`config.mk`:
```
export PLATFORM = sky130hd
export DESIGN_NAME = id_ex_stage_reg
export DESIGN_NICKNAME = d
export VERILOG_FILES = /design/src/rtl/id_ex_stage_reg.sv
export SDC_FILE = /design/constraint.sdc
export NUM_CORES = 1
export LEC_CHECK = 0
export CORE_AREA = 2 2 132 134
export CTS_BUF_LIST = sky130_fd_sc_hd__clkbuf_8 sky130_fd_sc_hd__clkbuf_16
export DETAILED_ROUTE_END_ITERATION = 10
export DIE_AREA = 0 0 134 136
export GPL_ROUTABILITY_DRIVEN = 0
export PLACE_DENSITY = 0.76
export SLEW_MARGIN = 5
export SYNTH_ARGS = -nofsm -noshare
export SYNTH_HDL_FRONTEND = slang
export SYNTH_SLANG_ARGS = --single-unit
```
`constraint.sdc`:
```
create_clock -name clk -period 2.2 [get_ports clk]
set_input_delay 0.44 -clock clk [delete_from_list [all_inputs] [get_ports clk]]
set_output_delay 0.44 -clock clk [all_outputs]
set_load 0.005 [all_outputs]
```
`src/rtl/id_ex_stage_reg.sv`:
```
// ID/EX pipeline register for the 5-stage MIPS redirect pipeline.
// Latches decoded ID fields, operands and forwarding-match flags into EX,
// converts stall/flush into bubbles and freezes into HALT on the halt syscall.
// Optional feature macro: IDEX_BUBBLE_CNT_EN (adds ex_bubble_cnt).
module id_ex_stage_reg #(
    parameter int unsigned DW        = 32,
    parameter int unsigned HALT_CODE = 10
) (
    input  logic          clk,
    input  logic          rst_n,
    input  logic          en,
    input  logic          stall,
    input  logic          flush,
    input  logic [5:0]    id_op,
    input  logic [5:0]    id_funct,
    input  logic [4:0]    id_rs,
    input  logic [4:0]    id_rt,
    input  logic [4:0]    id_rd,
    input  logic [4:0]    id_shamt,
    input  logic [DW-1:0] id_pc,
    input  logic [DW-1:0] id_rd1,
    input  logic [DW-1:0] id_rd2,
    input  logic [DW-1:0] id_imm,
    input  logic [5:0]    id_fwd,
    output logic [5:0]    ex_op,
    output logic [5:0]    ex_funct,
    output logic [4:0]    ex_rs,
    output logic [4:0]    ex_rt,
    output logic [4:0]    ex_rd,
    output logic [4:0]    ex_shamt,
    output logic [DW-1:0] ex_pc,
    output logic [DW-1:0] ex_rd1,
    output logic [DW-1:0] ex_rd2,
    output logic [DW-1:0] ex_imm,
    output logic [5:0]    ex_fwd,
`ifdef IDEX_BUBBLE_CNT_EN
    output logic [15:0]   ex_bubble_cnt,
`endif
    output logic          ex_valid,
    output logic          ex_halt
);

    localparam int unsigned OPW   = 6;
    localparam int unsigned REGW  = 5;
    localparam int unsigned FWDW  = 6;
    localparam logic [OPW-1:0] OP_SPECIAL    = OPW'(0);
    localparam logic [OPW-1:0] FUNCT_SYSCALL = OPW'(12);

    // Payload carried from ID into EX; an all-zero payload is the canonical NOP.
    typedef struct packed {
        logic [OPW-1:0]  op;
        logic [OPW-1:0]  funct;
        logic [REGW-1:0] rs;
        logic [REGW-1:0] rt;
        logic [REGW-1:0] rd;
        logic [REGW-1:0] shamt;
        logic [DW-1:0]   pc;
        logic [DW-1:0]   rd1;
        logic [DW-1:0]   rd2;
        logic [DW-1:0]   imm;
        logic [FWDW-1:0] fwd;
    } idex_t;

    typedef enum logic {
        S_RUN  = 1'b0,
        S_HALT = 1'b1
    } state_t;

    state_t r_state;
    state_t w_state_nxt;
    idex_t  r_ex;
    idex_t  w_id;
    logic   r_valid;
    logic   w_load_id;
    logic   w_load_bubble;
    logic   w_is_halt;

    assign w_id = '{
        op:    id_op,
        funct: id_funct,
        rs:    id_rs,
        rt:    id_rt,
        rd:    id_rd,
        shamt: id_shamt,
        pc:    id_pc,
        rd1:   id_rd1,
        rd2:   id_rd2,
        imm:   id_imm,
        fwd:   id_fwd
    };

    // Halt syscall: special opcode, syscall funct, $v0 holding the halt code.
    assign w_is_halt = (id_op == OP_SPECIAL) && (id_funct == FUNCT_SYSCALL) &&
                       (id_rd1 == DW'(HALT_CODE));

    // State register.
    always_ff @(posedge clk or negedge rst_n) begin
        if (!rst_n) begin
            r_state <= S_RUN;
        end else begin
            r_state <= w_state_nxt;
        end
    end

    // Next state and load selection; stall and flush collapse into a single bubble.
    always_comb begin
        w_state_nxt   = r_state;
        w_load_id     = 1'b0;
        w_load_bubble = 1'b0;
        if (en) begin
            case (r_state)
                S_RUN: begin
                    if (stall || flush) begin
                        w_load_bubble = 1'b1;
                    end else begin
                        w_load_id = 1'b1;
                        if (w_is_halt) begin
                            w_state_nxt = S_HALT;
                        end
                    end
                end
                S_HALT: begin
                    w_load_bubble = 1'b1;
                end
                default: begin
                    w_state_nxt = S_RUN;
                end
            endcase
        end
    end

    // EX payload and valid flag; unchanged when neither load is selected.
    always_ff @(posedge clk or negedge rst_n) begin
        if (!rst_n) begin
            r_ex    <= '0;
            r_valid <= 1'b0;
        end else if (w_load_bubble) begin
            r_ex    <= '0;
            r_valid <= 1'b0;
        end else if (w_load_id) begin
            r_ex    <= w_id;
            r_valid <= 1'b1;
        end
    end

`ifdef IDEX_BUBBLE_CNT_EN
    logic [15:0] r_bubble_cnt;
    logic        w_count_bubble;

    // Only RUN-state stall/flush bubbles are counted; HALT bubbles are not.
    assign w_count_bubble = en && (r_state == S_RUN) && (stall || flush);

    // Saturating bubble counter.
    always_ff @(posedge clk or negedge rst_n) begin
        if (!rst_n) begin
            r_bubble_cnt <= '0;
        end else if (w_count_bubble && (r_bubble_cnt != 16'hFFFF)) begin
            r_bubble_cnt <= r_bubble_cnt + 16'd1;
        end
    end

    assign ex_bubble_cnt = r_bubble_cnt;
`endif

    assign ex_op    = r_ex.op;
    assign ex_funct = r_ex.funct;
    assign ex_rs    = r_ex.rs;
    assign ex_rt    = r_ex.rt;
    assign ex_rd    = r_ex.rd;
    assign ex_shamt = r_ex.shamt;
    assign ex_pc    = r_ex.pc;
    assign ex_rd1   = r_ex.rd1;
    assign ex_rd2   = r_ex.rd2;
    assign ex_imm   = r_ex.imm;
    assign ex_fwd   = r_ex.fwd;
    assign ex_valid = r_valid;
    assign ex_halt  = (r_state == S_HALT);

endmodule

```
==> reports/results.tsv <==
metric	value	unit
grt_overflow	0	
ant_nets	0	
dieWidth	134	um
rsz0062_at_grt	no	
cpPeakStageDelay	0.56	ns
antenna_found_initial	1	
io-pin-count	339	
worst-path-buf-inv	1	
detail_route.first_pass.iterations	4	
layout_worst_path_cycle_share	0.805	
start_util	0.359	
cts_root_buf	sky130_fd_sc_hd__clkbuf_16	
maximum_number_of_pins_on_one_net_before_global_route_repair	93	
synth.distinct_cells	16	
final_number_of_hold_violating_endpoints	0	
syn_to_final_growth	68.5	%
cellPowerDensity	632	nW/um^2
slew_viol_final	0	
number_of_clock_buffers_inserted_by_tritoncts	17	
cts_num_sinks	168	
tritoncts	built	
setup_viol	0	
postRouteWirelength	18900	um
run_status	finished, final reports clean	
worst_endpoint_required_time	1.76	ns
p_leak	4.53	nW
postSynth.asyncResetShare	1.00	
cts-root-to-sink-buffers	2	
setup_cp_type	reg -> out	
num_rows	48	
synth-edff-count	0	
synthMostInstantiatedCell	sky130_fd_sc_hd__dfrtp_1	
synth.top_cells.by_count	sky130_fd_sc_hd__dfrtp_1, sky130_fd_sc_hd__a22o_1, sky130_fd_sc_hd__clkbuf_1, sky130_fd_sc_hd__buf_6, sky130_fd_sc_hd__nor4_1	
die_outline_area	18200	um^2
grt_pass1_vias	5003	
postSynthRegisterBits	168	
fmax	565	MHz
synth_nets	563	
clock_period_minus_worst_slack	1.77	ns
clock_insertion_delay_worst_skew	0.42	ns
clock_transition_at_the_register_clock_pins_on_the_worst_setup_and_hold_paths_after_cts	0.06	ns
hpwl	13800	um
vias_per_cell	5.07	
peak_supply_drop	0.475	mV
residual_drc_count	0	
drt-wirelength-per-cell	19.6	um
placeableCoreArea	16900	um^2
synthesis.area_per_instance	15.4	um^2
dr_total_vias	4884	
reg2reg_setup_slack	0.88	ns
timing.max_slew.rel_slack	0.472	
synth_sequential_area_ratio	0.694	
critical_path.startpoint_type	flip-flop	
timing.critical_path.slowest_stage_cell	sky130_fd_sc_hd__clkdlybuf4s50_1	
yosys.area.top_type_share	0.694	
yosys-top-cells-area	sky130_fd_sc_hd__dfrtp_1, sky130_fd_sc_hd__a22o_1, sky130_fd_sc_hd__buf_6	
detail_route.iter0.violations	201	
max_slew.worst_pin.slew	0.792	ns
timing.hold.worst.class	reg -> reg	
ratio_of_cells_with_drive_above_1_in_the_final_layout	0.0650	
finClkSkew	0.00944	ns
crit_fanout	2	
grt_usage	0.203	
worstSetupEndpointType	output pin	
port-buffer-count	338	
cap_violations	0	
hold_slack	0.485	ns
worstPathCellList	clkdlybuf4s50_1	
critPathArrivalTime	1.33	ns
first_pass_grt_wire_length	28400	um
synthesis.yosys.warnings	0	
ctsHtreeMaxLevel	4	
cp_top_family	buffers and inverters	
yosys.area.top_type	sky130_fd_sc_hd__dfrtp_1	
chipHeight	136	um
synthFlopType	sky130_fd_sc_hd__dfrtp_1	
post_cts.repair.setup_buffers	0	
fillcell_total	1322	
finish.net_count	896	
synthesis.instances	392	
post_synth_design_cell_area	6060	um^2
total_negative_setup_slack	0	ns
final cells by class:
class	count	area [um^2]	area share
Clock buffer	18	439	0.0430
Antenna cell	1	2.50	0.000245
Sequential cell	168	4200	0.412
Inverter	2	10.0	0.000981
Multi-Input combinational cell	185	1580	0.155
Tap cell	225	282	0.0276
Timing Repair Buffer	351	3550	0.348
Clock inverter	14	136	0.0134
through the flow:
stage	total power [W]	utilization	std cells	worst slack [ns]	area (um^2)
6_report	0.00645	0.605	964	0.430	10200
3_5_place_dp	0.00360	0.570	930	0.0900	9620
4_1_cts	0.00653	0.605	963	0.385	10200
3_3_place_gp	0.00359	0.570	930	0.0875	9620
2_1_floorplan	0.00320	-	392	0.801	6060
5_1_grt	0.00670	0.605	963	0.347	10200
state kept, by name (all words and copies together), names as in the netlist:
name	cells
ex_rd	5
ex_rd1	32
ex_rd2	32
ex_imm	32
ex_fwd	6
ex_funct	6
ex_pc	32
ex_op	6
ex_shamt	5
ex_valid	1
ex_rs	5
ex_rt	5
ex_halt	1
where the power goes:
group / internal [W] / leakage [nW] / switching [W] / total [W]
Combinational: 0.000285 / 1.90 / 0.000171 / 0.000456
Clock: 0.00162 / 0.280 / 0.00128 / 0.00290
Sequential: 0.00309 / 2.34 / 0 / 0.00309
placed cells by master, fill, tap and decap left out, types with 2 or more instances in the layout:
| master | netlist | final |
|---|---|---|
| sky130_fd_sc_hd__clkdlybuf4s50_1 | 0 | 337 |
| sky130_fd_sc_hd__clkinv_4 | 0 | 2 |
| sky130_fd_sc_hd__nor4_1 | 9 | 9 |
| sky130_fd_sc_hd__buf_12 | 0 | 5 |
| sky130_fd_sc_hd__clkbuf_16 | 0 | 17 |
| sky130_fd_sc_hd__clkinvlp_4 | 0 | 2 |
| sky130_fd_sc_hd__inv_6 | 0 | 6 |
| sky130_fd_sc_hd__buf_4 | 0 | 7 |
| sky130_fd_sc_hd__clkinv_2 | 0 | 2 |
| sky130_fd_sc_hd__dfrtp_1 | 168 | 168 |
| sky130_fd_sc_hd__nand4_1 | 3 | 3 |
| sky130_fd_sc_hd__a22o_1 | 166 | 166 |
logic make-up (layout without fill, tap and decap cells):
family | after synthesis | count (layout) | synth area share
compound gates | 168 | 168 | 0.243
buf+inv | 39 | 385 | 0.0446
flops | 168 | 168 | 0.694
other cells | 0 | 1 | 0
simple gates | 17 | 17 | 0.0184
final timing paths:
| check | from | to | cells past startpoint |
|---|---|---|---|
| setup / recovery | ex_rd1[22]$_DFFE_PN0P_ | ex_rd1[22] | 1 |
| setup reg to reg | ex_halt$_DFFE_PN0P_ | ex_rd2[28]$_DFFE_PN0P_ | 4 |
| hold reg to reg | ex_valid$_DFFE_PN0P_ | ex_valid$_DFFE_PN0P_ | 1 |
| max in group asynchronous | rst_n | ex_rd2[22]$_DFFE_PN0P_ | 3 |
| min in group asynchronous | rst_n | ex_imm[17]$_DFFE_PN0P_ | 2 |
| hold / removal | ex_valid$_DFFE_PN0P_ | ex_valid$_DFFE_PN0P_ | 1 |
metal layers:
| layer | vias up | share of wire | GRT usage |
|---|---|---|---|
| li1 | 2202 | - | - |
| met1 | 2447 | 0.41 | 0.253 |
| met2 | 201 | 0.50 | 0.337 |
| met3 | 34 | 0.068 | 0.0574 |
| met4 | 0 | 0.026 | 0.0804 |
| met5 | - | 0 | 0 |
what timing repair did:
action,CTS,global route
hold buffers,1,0
endpoints found under the hold margin,43,0
gates resized for setup,0,0
endpoints found under the setup margin,0,0
Power figures use the tool's default switching activity.
